<file path="src/rtl/jogador_pkg.sv">
// Shared encodings for the automatic game player: FSM state codes, result codes
// and small combinational helpers on 4-bit LED/button vectors.
package jogador_pkg;

  typedef enum logic [3:0] {
    OCIOSO      = 4'd0,
    PULSO_JOGAR = 4'd1,
    OBSERVA     = 4'd2,
    APERTA      = 4'd3,
    SOLTA       = 4'd4,
    FIM         = 4'd15
  } estado_t;

  localparam logic [1:0] RES_NENHUM = 2'b00;
  localparam logic [1:0] RES_GANHOU = 2'b01;
  localparam logic [1:0] RES_PERDEU = 2'b10;

  localparam int MEM_PROF = 16;
  localparam int MEM_AW   = 4;

  function automatic logic um_quente(input logic [3:0] v);
    return (v != 4'd0) && ((v & (v - 4'd1)) == 4'd0);
  endfunction

  function automatic logic [3:0] gira_esq(input logic [3:0] v);
    return {v[2:0], v[3]};
  endfunction

endpackage

</file>
<file path="src/rtl/jogador_memoria.sv">
// 16x4 register file holding the observed LED sequence of the current round:
// synchronous write, asynchronous read.
module jogador_memoria
  import jogador_pkg::*;
(
  input  logic              clock,
  input  logic              escreve,
  input  logic [MEM_AW-1:0] end_escrita,
  input  logic [3:0]        dado_escrita,
  input  logic [MEM_AW-1:0] end_leitura,
  output logic [3:0]        dado_leitura
);

  logic [3:0] mem_r [MEM_PROF];

  // Write port; contents are intentionally not reset.
  always_ff @(posedge clock) begin
    if (escreve) begin
      mem_r[end_escrita] <= dado_escrita;
    end
  end

  assign dado_leitura = mem_r[end_leitura];

endmodule

</file>
<file path="src/rtl/jogador_automatico.sv">
// Automatic player: starts a game, watches the LED sequence of each round and
// replays it on the buttons, optionally corrupting the last press of one round.
module jogador_automatico
  import jogador_pkg::*;
#(
  parameter int T_APERTO   = 5,
  parameter int T_SOLTO    = 5,
  parameter int T_JOGAR    = 5,
  parameter int T_SILENCIO = 20,
  parameter int N_MAX      = 16
)(
  input  logic       clock,
  input  logic       reset,
  input  logic       iniciar,
  input  logic [3:0] leds,
  input  logic       pronto,
  input  logic       ganhou,
  input  logic       perdeu,
  input  logic       erro_habilita,
  input  logic [3:0] erro_rodada,
  output logic       jogar,
  output logic [3:0] botoes,
  output logic       ocupado,
  output logic       fim,
  output logic [1:0] resultado,
  output logic       db_invalido,
  output logic [3:0] db_rodada,
  output logic [3:0] db_estado
);

  localparam int T_MAIOR_AS = (T_APERTO > T_SOLTO) ? T_APERTO : T_SOLTO;
  localparam int T_MAIOR    = (T_MAIOR_AS > T_JOGAR) ? T_MAIOR_AS : T_JOGAR;
  localparam int TW         = $clog2(T_MAIOR + 1);
  localparam int SW         = $clog2(T_SILENCIO + 1);

  localparam logic [TW-1:0] FIM_JOGAR  = TW'(T_JOGAR - 1);
  localparam logic [TW-1:0] FIM_APERTO = TW'(T_APERTO - 1);
  localparam logic [TW-1:0] FIM_SOLTO  = TW'(T_SOLTO - 1);
  localparam logic [SW-1:0] SIL_MAX    = SW'(T_SILENCIO);
  localparam logic [4:0]    OBS_MAX    = 5'(N_MAX);

  estado_t       estado_r, estado_caso_s, estado_prox_s;
  logic [TW-1:0] timer_r, timer_prox_s;
  logic [SW-1:0] silencio_r, silencio_prox_s;
  logic [4:0]    n_obs_r, n_obs_prox_s;
  logic [4:0]    idx_r, idx_prox_s;
  logic [3:0]    rodada_r, rodada_prox_s;
  logic [1:0]    resultado_r, resultado_caso_s, resultado_prox_s;
  logic          invalido_r, invalido_prox_s;
  logic [3:0]    leds_ant_r;
  logic          jogar_r, ocupado_r, fim_r;
  logic [3:0]    botoes_r;

  logic          captura_s, grava_s, ultimo_s;
  logic [3:0]    mem_dado_s, botao_s;

  // A capture is the first cycle of a non-zero LED pattern.
  assign captura_s = (leds != 4'd0) && (leds_ant_r == 4'd0);

  jogador_memoria u_memoria (
    .clock        (clock),
    .escreve      (grava_s),
    .end_escrita  (n_obs_r[3:0]),
    .dado_escrita (leds),
    .end_leitura  (idx_prox_s[3:0]),
    .dado_leitura (mem_dado_s)
  );

  // Next-state, counter and sequence-memory control.
  always_comb begin
    estado_caso_s    = estado_r;
    timer_prox_s     = timer_r;
    silencio_prox_s  = silencio_r;
    n_obs_prox_s     = n_obs_r;
    idx_prox_s       = idx_r;
    rodada_prox_s    = rodada_r;
    resultado_caso_s = resultado_r;
    invalido_prox_s  = invalido_r;
    grava_s          = 1'b0;
    case (estado_r)
      OCIOSO, FIM: begin
        if (iniciar) begin
          estado_caso_s    = PULSO_JOGAR;
          timer_prox_s     = {TW{1'b0}};
          silencio_prox_s  = {SW{1'b0}};
          n_obs_prox_s     = 5'd0;
          idx_prox_s       = 5'd0;
          rodada_prox_s    = 4'd0;
          resultado_caso_s = RES_NENHUM;
          invalido_prox_s  = 1'b0;
        end else begin
          estado_caso_s = estado_r;
        end
      end
      PULSO_JOGAR: begin
        if (timer_r == FIM_JOGAR) begin
          estado_caso_s = OBSERVA;
          timer_prox_s  = {TW{1'b0}};
        end else begin
          timer_prox_s = timer_r + 1'b1;
        end
      end
      OBSERVA: begin
        if (leds != 4'd0) begin
          silencio_prox_s = {SW{1'b0}};
        end else if (silencio_r != SIL_MAX) begin
          silencio_prox_s = silencio_r + 1'b1;
        end else begin
          silencio_prox_s = silencio_r;
        end
        // Malformed or overflowing items are flagged, never stored.
        if (captura_s && !um_quente(leds)) begin
          invalido_prox_s = 1'b1;
        end else if (captura_s && (n_obs_r >= OBS_MAX)) begin
          invalido_prox_s = 1'b1;
        end else if (captura_s) begin
          grava_s      = 1'b1;
          n_obs_prox_s = n_obs_r + 5'd1;
        end else begin
          invalido_prox_s = invalido_r;
        end
        if ((silencio_r == SIL_MAX) && (n_obs_r != 5'd0)) begin
          estado_caso_s = APERTA;
          idx_prox_s    = 5'd0;
          timer_prox_s  = {TW{1'b0}};
        end else begin
          estado_caso_s = OBSERVA;
        end
      end
      APERTA: begin
        if (timer_r == FIM_APERTO) begin
          estado_caso_s = SOLTA;
          timer_prox_s  = {TW{1'b0}};
        end else begin
          timer_prox_s = timer_r + 1'b1;
        end
      end
      SOLTA: begin
        if (timer_r != FIM_SOLTO) begin
          timer_prox_s = timer_r + 1'b1;
        end else if (idx_r < (n_obs_r - 5'd1)) begin
          estado_caso_s = APERTA;
          timer_prox_s  = {TW{1'b0}};
          idx_prox_s    = idx_r + 5'd1;
        end else begin
          estado_caso_s   = OBSERVA;
          timer_prox_s    = {TW{1'b0}};
          idx_prox_s      = 5'd0;
          n_obs_prox_s    = 5'd0;
          silencio_prox_s = {SW{1'b0}};
          rodada_prox_s   = rodada_r + 4'd1;
        end
      end
      default: begin
        estado_caso_s = OCIOSO;
      end
    endcase

    // End of game wins over any transition chosen above.
    if (pronto && (estado_r != OCIOSO) && (estado_r != FIM)) begin
      estado_prox_s    = FIM;
      resultado_prox_s = {perdeu, ganhou};
    end else begin
      estado_prox_s    = estado_caso_s;
      resultado_prox_s = resultado_caso_s;
    end
  end

  // Button value for the press about to be driven, with optional corruption.
  always_comb begin
    ultimo_s = (idx_prox_s == (n_obs_prox_s - 5'd1));
    if (erro_habilita && (rodada_prox_s == erro_rodada) && ultimo_s) begin
      botao_s = gira_esq(mem_dado_s);
    end else begin
      botao_s = mem_dado_s;
    end
  end

  // State, counters and registered outputs.
  always_ff @(posedge clock) begin
    if (reset) begin
      estado_r    <= OCIOSO;
      timer_r     <= {TW{1'b0}};
      silencio_r  <= {SW{1'b0}};
      n_obs_r     <= 5'd0;
      idx_r       <= 5'd0;
      rodada_r    <= 4'd0;
      resultado_r <= RES_NENHUM;
      invalido_r  <= 1'b0;
      leds_ant_r  <= 4'd0;
      jogar_r     <= 1'b0;
      botoes_r    <= 4'd0;
      ocupado_r   <= 1'b0;
      fim_r       <= 1'b0;
    end else begin
      estado_r    <= estado_prox_s;
      timer_r     <= timer_prox_s;
      silencio_r  <= silencio_prox_s;
      n_obs_r     <= n_obs_prox_s;
      idx_r       <= idx_prox_s;
      rodada_r    <= rodada_prox_s;
      resultado_r <= resultado_prox_s;
      invalido_r  <= invalido_prox_s;
      leds_ant_r  <= leds;
      jogar_r     <= (estado_prox_s == PULSO_JOGAR);
      botoes_r    <= (estado_prox_s == APERTA) ? botao_s : 4'd0;
      ocupado_r   <= (estado_prox_s != OCIOSO) && (estado_prox_s != FIM);
      fim_r       <= (estado_prox_s == FIM);
    end
  end

  assign jogar       = jogar_r;
  assign botoes      = botoes_r;
  assign ocupado     = ocupado_r;
  assign fim         = fim_r;
  assign resultado   = resultado_r;
  assign db_invalido = invalido_r;
  assign db_rodada   = rodada_r;
  assign db_estado   = estado_r;

endmodule

</file>
<file path="config.mk">
export PLATFORM = sky130hd
export DESIGN_NAME = jogador_automatico
export DESIGN_NICKNAME = d
export VERILOG_FILES = /design/src/rtl/jogador_pkg.sv /design/src/rtl/jogador_memoria.sv /design/src/rtl/jogador_automatico.sv
export SDC_FILE = /design/constraint.sdc
export NUM_CORES = 1
export LEC_CHECK = 0
export ABC_AREA = 1
export BUFFER_PORTS_ARGS = -buffer_cell sky130_fd_sc_hd__buf_2
export CAP_MARGIN = 0
export CORE_MARGIN = 2
export CORE_UTILIZATION = 50
export DETAILED_ROUTE_END_ITERATION = 8
export GPL_ROUTABILITY_DRIVEN = 0
export PLACE_DENSITY_LB_ADDON = 0.12
export SLEW_MARGIN = 20
export SYNTH_ARGS = -nofsm -noshare
export SYNTH_HDL_FRONTEND = slang
export SYNTH_HIERARCHICAL = 1
export SYNTH_SLANG_ARGS = --single-unit
</file>
<file path="constraint.sdc">
create_clock -name clock -period 8.3 [get_ports clock]
set_clock_uncertainty 0.05 [all_clocks]
set_input_delay 0.415 -clock clock [delete_from_list [all_inputs] [get_ports clock]]
set_output_delay 0.415 -clock clock [all_outputs]
set_load 0.05 [all_outputs]
</file>
Word level (Yosys, flattened, before mapping)
Memory sizes are Yosys's and may differ from the RTL's.
Cells that the tools add are included.
Cells by class
  reductions and logical operators: 30
  $add $sub $neg: 8
  equal/unequal tests: 22
  bitwise operators: 2
  mux-type cells: 49
  magnitude comparators: 2
Operators with widths (number)
  $mux 5: 15
  $pmux 5 s3: 3
  $mux 4: 9
  $pmux 4 s5: 1
  $reduce_bool 4->1: 4
  $add 5x1->5 const B: 3
  $eq 4x2->1 const B: 3
  $logic_not 4->1: 3
  $mux 3: 4
  $pmux 3 s4: 1
  $mux 1: 11
  $logic_and 1x1->1: 10
  $sub 5x1->5 const B: 2
  $ne 3x3->1 const B: 3
  $eq 4x1->1 const B: 2
  $eq 4x4->1 const B: 2
  $ne 2x2->1 const B: 4
  $ne 4x4->1 const B: 2
  $pmux 4 s2: 1
  $mux 2: 3
  $reduce_and 3->1: 2
  $reduce_bool 2->1: 3
  $reduce_or 2->1: 3
  $eq 5x5->1: 1
  other kinds (18): 18
Word-level totals
  output and inout port bits: 18
  memories: 1
  word-level logic and storage cells: 127
  bits of input ports: 15
  flip-flop bits (word level): 40
  bits in writable memories: 64
Memories
  u_memoria.mem_r: words 16, width 4, read ports 1, clocked after Yosys merged registers in 0, write ports 1, line jogador_memoria.sv:14  | logic [3:0] mem_r [MEM_PROF];

Longest topological paths before layout
Gate-level depths: netlist (run 1).
  depth in word-level cells: 12
  gate-level depth with buffers: 26
  mapped depth without buffers: 26

Cells and area by module
The synthesis (run 1) kept the hierarchy.
By module, submodules not included
  jogador_memoria: cells an instance 286, area each 2886.5 um^2, sequential area each 1921.8 um^2, times used 1
  jogador_automatico: cells an instance 447, area each 2808.9 um^2, sequential area each 800.8 um^2, times used 1

Worst setup path before layout (run 1)
Ideal clock, no wire load.
  path type: register to register
  from: reg n_obs_r[0]
  to: reg botoes_r[0], in the netlist botoes[0]
  arrival: 3.042 ns
  stages on the path, launching flop included: 23
  setup slack: 5.093 ns
  path buffers: 0
  data required time: 8.135 ns
  period minus slack after synthesis: 3.207 ns
  setup time: 0.115 ns
  cell sequence: dfxtp_1 inv_2 ha_1 nand2_1 xor2_1 ha_1 a21oi_1 nand3_2 nand2_1 nand2_1 nand2_1 nand2_1 nand2_2 inv_2 ha_1 nand3b_1 nand3_1 nor2_2 nand3_1 nor2_4 nand3_1 nand2_1 nor2_1
Between the ends
  longest elaborated chain between the ends: 9
  elaborated cells on any way between the ends: 36
  classes of those cells: add/sub (3); order compare (2); eq/ne (3); mux (20); bitwise (1); reduce/logical (6); memory (1)
RTL lines
  start: declaration: line jogador_automatico.sv:45  | logic [4:0] n_obs_r, n_obs_prox_s;
  start signal: assignment: line jogador_automatico.sv:199  | n_obs_r <= n_obs_prox_s;
  $sub 5x1->5, or another cell as far along: line jogador_automatico.sv:141  | end else if (idx_r < (n_obs_r - 5'd1)) begin
  $lt 5x5->1, or another cell as far along: line jogador_automatico.sv:141
  $mux 5, or another cell as far along: line jogador_automatico.sv:141
  $mux 5, or another cell as far along: line jogador_automatico.sv:139  | if (timer_r != FIM_SOLTO) begin
  $pmux 5 s3, or another cell as far along: line jogador_automatico.sv:80  | case (estado_r)
  $sub 5x1->5, or another cell as far along: line jogador_automatico.sv:171  | ultimo_s = (idx_prox_s == (n_obs_prox_s - 5'd1));
  $eq 5x5->1, or another cell as far along: line jogador_automatico.sv:171
  $logic_and 1x1->1 or $not 1->1 (tied branches)
  $mux 4 or $reduce_or 2->1 (tied branches)
  end signal: assignment: line jogador_automatico.sv:206  | botoes_r <= (estado_prox_s == APERTA) ? botao_s : 4'd0;
  end: declaration: line jogador_automatico.sv:52  | logic [3:0] botoes_r;
Parallel ways exist; a longest one is shown, timed or not.
A chain may end at the register's enable or synchronous reset.

Final worst setup path (run 1)
  from: reg n_obs_r[0]
  to: reg botoes_r[3], in the netlist botoes[3]
Same word-level chain as after synthesis.

==> reports/results.txt, run 1 <==
Seq/Total Area, Yosys: 47.80%
Final setup vio count: 0
Post-Syn Area: 5695 µm²
Non-filler cells, final: 906
Metal3 WL: 612 µm
Async SR Flop Fraction: 0%
Min Tclk post-route: 3.719 ns
Clock Path Buffers: 2
Max Cap Viol: 0
Min-delay worst type: input port to register
Dpl hpwl: 9.645 mm
WL met1: 5.876 mm
Final Hold Fails: 0
Pin count of the biggest net entering global routing: 37
Synth-to-Final Area Change: 9.424%
Total CTS buffers: 9
Final ANT Viol Nets: 0
CTS-repair resized insts: 0
Crit Path Class: register to register
Max layer used: met4
Avg WL per Cell: 14.69 µm
Worst slew pin tran: 0.5761 ns
Slew Limit Fails: 0
First-pass GRT wire length: 22.31 mm
Synthesized netlist cell count: 733
TritonCTS Sinks: 104
F_max: 268.9 MHz
PD cells: 208.9 nW/µm²
Max-slew headroom at the worst pin: 61.59%
Area leader, netlist: edfxtp_1
Fin nets: 790
Synth top area cells: edfxtp_1, nand2_1, dfxtp_1
Postcts setup bufs: 0
Most common cell in the netlist: nand2_1
Final worst-path cycle share: 44.80%
Worst-path clk slew: 0.08 ns
Die area: 12260 µm²
H-tree lvl count: 3
Final core occ: 56.74%
Status: complete, no violations
Setup crit end kind: register
Syn Nets: 762
DR iter-0 viols: 325
Startpoint Class: register
CORE AREA: 10980 µm²
Layout cells sized above 1: 11.88%
IO buf count: 32
I/O pins: 33
Synth top area share: 33.74%
Die span in x: 110.7 µm
Residual DRC: 0
Hold_buf cts: 0
CP required: 8.53 ns
Die H: 110.7 µm
RSZ-0062 raised after global routing: false
Post-Syn Area per Cell: 7.770 µm²
Drt pass-1 iters: 5
Placed insts: 890
Main synth FF type: edfxtp_1
Final wirelength: 13.31 mm
GRT Residual Overflow: 0
CTS tree: done
Ys Warns: 6
Met2 WL: 6.561 mm
Fin Setup TNS: 0 ns
Synthesized flop and latch total: 104
Vias in the first global route: 4666
CP arrival: 3.95 ns
Vias/cell: 5.222
Antenna violations before repair: 0
Crit-path max FO: 9
Row count: 38
Initial Util: 51.86%
Worst skew pair latency: 0.34 ns
Synth cell count leaders: nand2_1, inv_1, nand3_1
EDFF count, synth: 64
Post-synth cell types: 39
Leakage: 0.002962 µW
VDD IR-drop max: 0.1482 mV
CTS root buffer: clkbuf_16
Vias: 4731
GRT Total Usage: 22.30%
Antenna Cells: 0
-- worst paths after layout --
kind / end / from / cells past startpoint / slack (ns)
setup / recovery: botoes[3] / n_obs_r[0] / 23 / 4.58
hold / removal: resultado[0] / ganhou / 3 / 0.27
setup reg to reg: botoes[3] / n_obs_r[0] / 23 / 4.58
hold reg to reg: resultado[0] / resultado[0] / 2 / 0.41
-- metrics by stage --
stage	area (µm²)	total power (µW)	worst slack, ns	hold WS [ns]
detailed placement	5918	876.1	4.636	0.4055
CTS	6232	1311	4.605	0.2682
finish	6232	1302	4.581	0.2738
global route	6232	1365	4.280	0.2707
floorplan	5695	805.8	5.093	0.3941
global placement	5918	870.8	4.738	0.4006
-- critical path: stages, from the launching register on --
cell,delay [ns]
dfxtp_1,0.50
inv_2,0.12
ha_1,0.25
nand2_1,0.08
xor2_1,0.16
ha_1,0.26
a21oi_1,0.27
nand3_2,0.16
nand2_1,0.14
nand2_1,0.16
nand2_1,0.10
nand2_1,0.10
nand2_2,0.10
inv_2,0.06
ha_1,0.28
nand3b_1,0.10
nand3_1,0.09
nor2_2,0.13
nand3_1,0.09
nor2_2,0.12
nand3_2,0.11
nand2_1,0.08
nand2_1,0.05
nor2_1,0.10
-- state kept, by name, indices dropped and copies added (netlist names), 2 cells and up --
signal	count
silencio_r	5
db_rodada	4
leds_ant_r	4
n_obs_r	5
timer_r	3
db_estado	4
u_memoria/mem_r	64
idx_r	5
botoes	4
resultado	2
-- cell families after synthesis --
| logic type | count (synthesis) | synth area share, % |
|---|---|---|
| AO/OA/AOI/OAI | 42 | 4.196 |
| XOR/XNOR | 5 | 0.7690 |
| adder cells (fa/ha/maj) | 14 | 3.076 |
| buffers and inverters | 147 | 10.90 |
| flip-flops | 104 | 47.80 |
| AND/OR/NAND/NOR | 421 | 33.26 |
-- layer usage --
metal,track usage [%],vias to the layer above
met3,3.390,21
met4,7.167,0
li1,-,2379
met2,39.10,131
met5,0,-
met1,28.32,2200
-- power by group --
group | switching, µW | leakage, µW | internal [µW]
logic | 204 | 0.00191 | 74.9
clock network | 208 | 0.000151 | 231
registers | 17.0 | 0.000901 | 568
total | 429 | 0.00296 | 873
-- area by class of cell --
| type | instances | area, µm² |
|---|---|---|
| clock buffer | 10 | 250.2 |
| fill | 996 | 4751 |
| timing repair buffer | 33 | 167.7 |
| clock inverter | 6 | 63.81 |
| inverter | 131 | 500.5 |
| multi-input combinational | 482 | 2352 |
| tap | 140 | 175.2 |
| sequential | 104 | 2723 |
-- cell usage in the layout, fill, tap and decap left out, types with 5 or more instances in the layout --
cell	synthesis	routed
nand2_1	219	219
inv_1	123	123
nand3_1	92	92
edfxtp_1	64	64
nor2_1	60	60
dfxtp_1	40	40
buf_2	3	32
a21oi_1	21	21
nand2_2	15	15
ha_1	14	14
o21ai_0	10	10
clkbuf_16	0	10
nand4_1	7	7
inv_2	5	5
nor2_2	5	5
nor3_1	5	5
nand3b_1	5	5
Note: power is estimated with default switching activity, not from simulation.
==> inputs of run 2 (changes only) <==
--- a/config.mk
+++ b/config.mk
@@ -5,7 +5,7 @@
 export SDC_FILE = /design/constraint.sdc
 export NUM_CORES = 1
 export LEC_CHECK = 0
-export ABC_AREA = 1
+export ABC_AREA = 0
 export BUFFER_PORTS_ARGS = -buffer_cell sky130_fd_sc_hd__buf_2
 export CAP_MARGIN = 0
 export CORE_MARGIN = 2
==> constraint.sdc (replaced) <==
create_clock -name clock -period 3.1 [get_ports clock]
set_clock_uncertainty 0.05 [all_clocks]
set_input_delay 0.155 -clock clock [delete_from_list [all_inputs] [get_ports clock]]
set_output_delay 0.155 -clock clock [all_outputs]
set_load 0.05 [all_outputs]
==> run 2 against run 1 <==
The run now ends with negative setup slack left. First-iteration DRC count shrank 13%. Largest power group unchanged. Combinational power rose by 120%. Critical path depth shrank 6. Non-clock buffer count increased by 84.
==> reports/results.txt, run 2 <==
Dpl ws: -0.4553 ns (-5.092 ns)
Antenna violations before repair: 0 (unchanged)
GRT Total Usage: 21.93% (-0.37 points)
Final worst slack: -0.4054 ns (-4.987 ns)
Crit-path max FO: 5 (-4)
Worst slew pin tran: 0.6088 ns (+0.03262 ns)
Fin nets: 587 (-26%)
Initial Util: 50.86% (-0.99 points)
CTS tree: done
Die area: 11240 µm² (-8.3%)
Synth top area share: 36.93% (+3.2 points)
RSZ-0062 raised after global routing: true
H-tree lvl count: 3 (unchanged)
Dpl hpwl: 8.763 mm (-9.1%)
Ys Warns: 6 (unchanged)
Max-slew headroom at the worst pin: 59.42% (-2.2 points)
Max Cap Viol: 0 (unchanged)
Final worst-path cycle share: 113.1% (+68 points)
CTS root buffer: clkbuf_8
Async SR Flop Fraction: 0% (unchanged)
Synthesized netlist cell count: 449 (-39%)
Synth top area cells: edfxtp_1, dfxtp_1, mux4_1
Clock Path Buffers: 2 (unchanged)
Commonest non-fill, non-tap cell in the layout: buf_4
DR iter-0 viols: 283 (-13%)
Startpoint Class: register
Final wirelength: 12.01 mm (-9.8%)
Post-Syn Area: 5204 µm² (-8.6%)
Leakage: 0.002512 µW (-15%)
Main synth FF type: edfxtp_1
Final Hold Fails: 0 (unchanged)
Status: finished with violations
Area leader, netlist: edfxtp_1
Final ANT Viol Nets: 0 (unchanged)
Most frequent cells in the layout: buf_4, nor2_1, edfxtp_1, dfxtp_1, buf_2
F_max: 285.3 MHz (+6.1%)
Most common cell in the netlist: nor2_1
Worst-path clk slew: 0.10 ns (+0.02 ns)
Final core occ: 63.91% (+7.2 points)
Vias/cell: 5.635 (+7.9%)
TritonCTS Sinks: 104 (unchanged)
Pin count of the biggest net entering global routing: 31 (-16%)
Die H: 106.0 µm (-4.3%)
Seq/Total Area, Yosys: 52.32% (+4.5 points)
CP required: 3.36 ns (-5.17 ns)
CP arrival: 3.76 ns (-0.19 ns)
Total CTS buffers: 9 (unchanged)
Worst skew pair latency: 0.38 ns (+0.04 ns)
Biggest register: u_memoria/mem_r
Post-synth cell types: 67 (+72%)
First-pass GRT wire length: 18.77 mm (-16%)
Min Tclk post-route: 3.505 ns (-0.2133 ns)
IO buf count: 32 (unchanged)
GRT Residual Overflow: 0 (unchanged)
Placed insts: 676 (-24%)
Slew Limit Fails: 0 (unchanged)
Vias: 3939 (-17%)
EDFF count, synth: 64 (unchanged)
Failing checks: negative setup slack
Crit Path Class: register to register
Vias in the first global route: 3683 (-21%)
Synthesized flop and latch total: 104 (unchanged)
Synth-to-Final Area Change: 25.66%
Antenna Cells: 0 (unchanged)
Drt pass-1 iters: 5 (unchanged)
Setup crit end kind: register
Avg WL per Cell: 17.18 µm (+17%)
VDD IR-drop max: 0.2415 mV (+63%)
Layout cells sized above 1: 32.33% (+20 points)
Row count: 37 (-2.6%)
Post-Syn Area per Cell: 11.59 µm² (+49%)
CORE AREA: 10230 µm² (-6.8%)
Synth cell count leaders: nor2_1, edfxtp_1, dfxtp_1
PD cells: 464.4 nW/µm² (+120%)
I/O pins: 33 (unchanged)
Min-delay worst type: input port to register
Final setup vio count: 4 (+4)
Die span in x: 106.0 µm (-4.3%)
Largest register FFs: 64 (unchanged)
Residual DRC: 0 (unchanged)
Syn Nets: 478 (-37%)
Non-filler cells, final: 699 (-23%)
## run 2: cell count changes after synthesis, sizes merged, moves of 6 or more
cell	before	now
a22oi	0	10
nor2b	0	8
mux2i	0	7
a21oi	22	13
nand2	237	28
nand3	96	17
inv	130	16
xnor2	2	8
nor3	5	19
mux4	0	16
clkbuf	3	12
buf	13	7
## run 2: worst paths after layout
kind	startpoint	end	slack, ns	cells after the start
hold reg to reg	timer_r[2]	timer_r[2]	0.46	2
setup reg to reg	n_obs_r[0]	botoes[2]	-0.41	17
setup / recovery	n_obs_r[0]	botoes[2]	-0.41	17
hold / removal	leds[2]	leds_ant_r[2]	0.04	2
## run 2: kinds of logic (layout without fill, tap and decap cells)
kind of cell	Yosys count	count (layout)	share of synthesized area [%]
compound gates	74	74	11.06
xor+xnor	15	15	2.525
fa+ha+maj	14	14	3.366
buf+inv	35	149	3.438
flops	104	104	52.32
mux	25	25	9.714
simple gates	182	182	17.58
## run 2: power breakdown
part | switching, µW | internal [µW] | leakage, µW
clock | 509 | 397 | 0.000111
sequential | 30.1 | 1500 | 0.000902
combinational | 372 | 230 | 0.00150
## run 2: area by class of cell
type	count	area, µm²
fillers	794	3692
flip-flops and latches	104	2731
multi-input cells	310	2511
repair buffers	117	844.6
well taps	136	170.2
clock buffers	9	123.9
clock inverters	7	95.09
inverters	16	62.56
## run 2: per-layer routing
layer,vias up,GRT usage [%],share of wire (%)
met3,14,4.966,6.0
met4,0,8.083,1.4
met1,1905,30.79,47
li1,1905,-,-
met2,115,33.50,46
met5,-,0,0
## run 2: per-stage QoR
stage / hold WS (ns) / total power, µW / area [µm²] / setup TNS, ns
after floorplan: 0.2039 / 1939 / 5308 / -1.156
after global placement: 0.3574 / 2122 / 6142 / -1.593
after detailed placement: 0.3725 / 2134 / 6142 / -1.758
after CTS: 0.01777 / 3042 / 6412 / -1.536
after global routing: 0.02801 / 3169 / 6539 / -2.108
final: 0.03925 / 3037 / 6539 / -1.578
## run 2: repair_timing
item	in CTS	in global routing
setup buffers	2	3
endpoints found under the hold margin	2	0
endpoints found under the setup margin	4	8
gates resized for setup	4	18
hold buffers	2	0
pin swaps	5	8
## run 2: critical path: stages, from the launching register on
cell	delay (ns)
dfxtp_4	0.38
inv_4	0.05
ha_4	0.15
xnor2_1	0.13
ha_1	0.37
o211ai_1	0.21
a211oi_4	0.11
buf_4	0.16
o22ai_4	0.25
nand2b_4	0.20
mux2i_4	0.07
ha_4	0.17
o21ai_2	0.05
nor2_1	0.05
or3_4	0.37
a2111oi_4	0.28
buf_4	0.19
mux2i_1	0.18
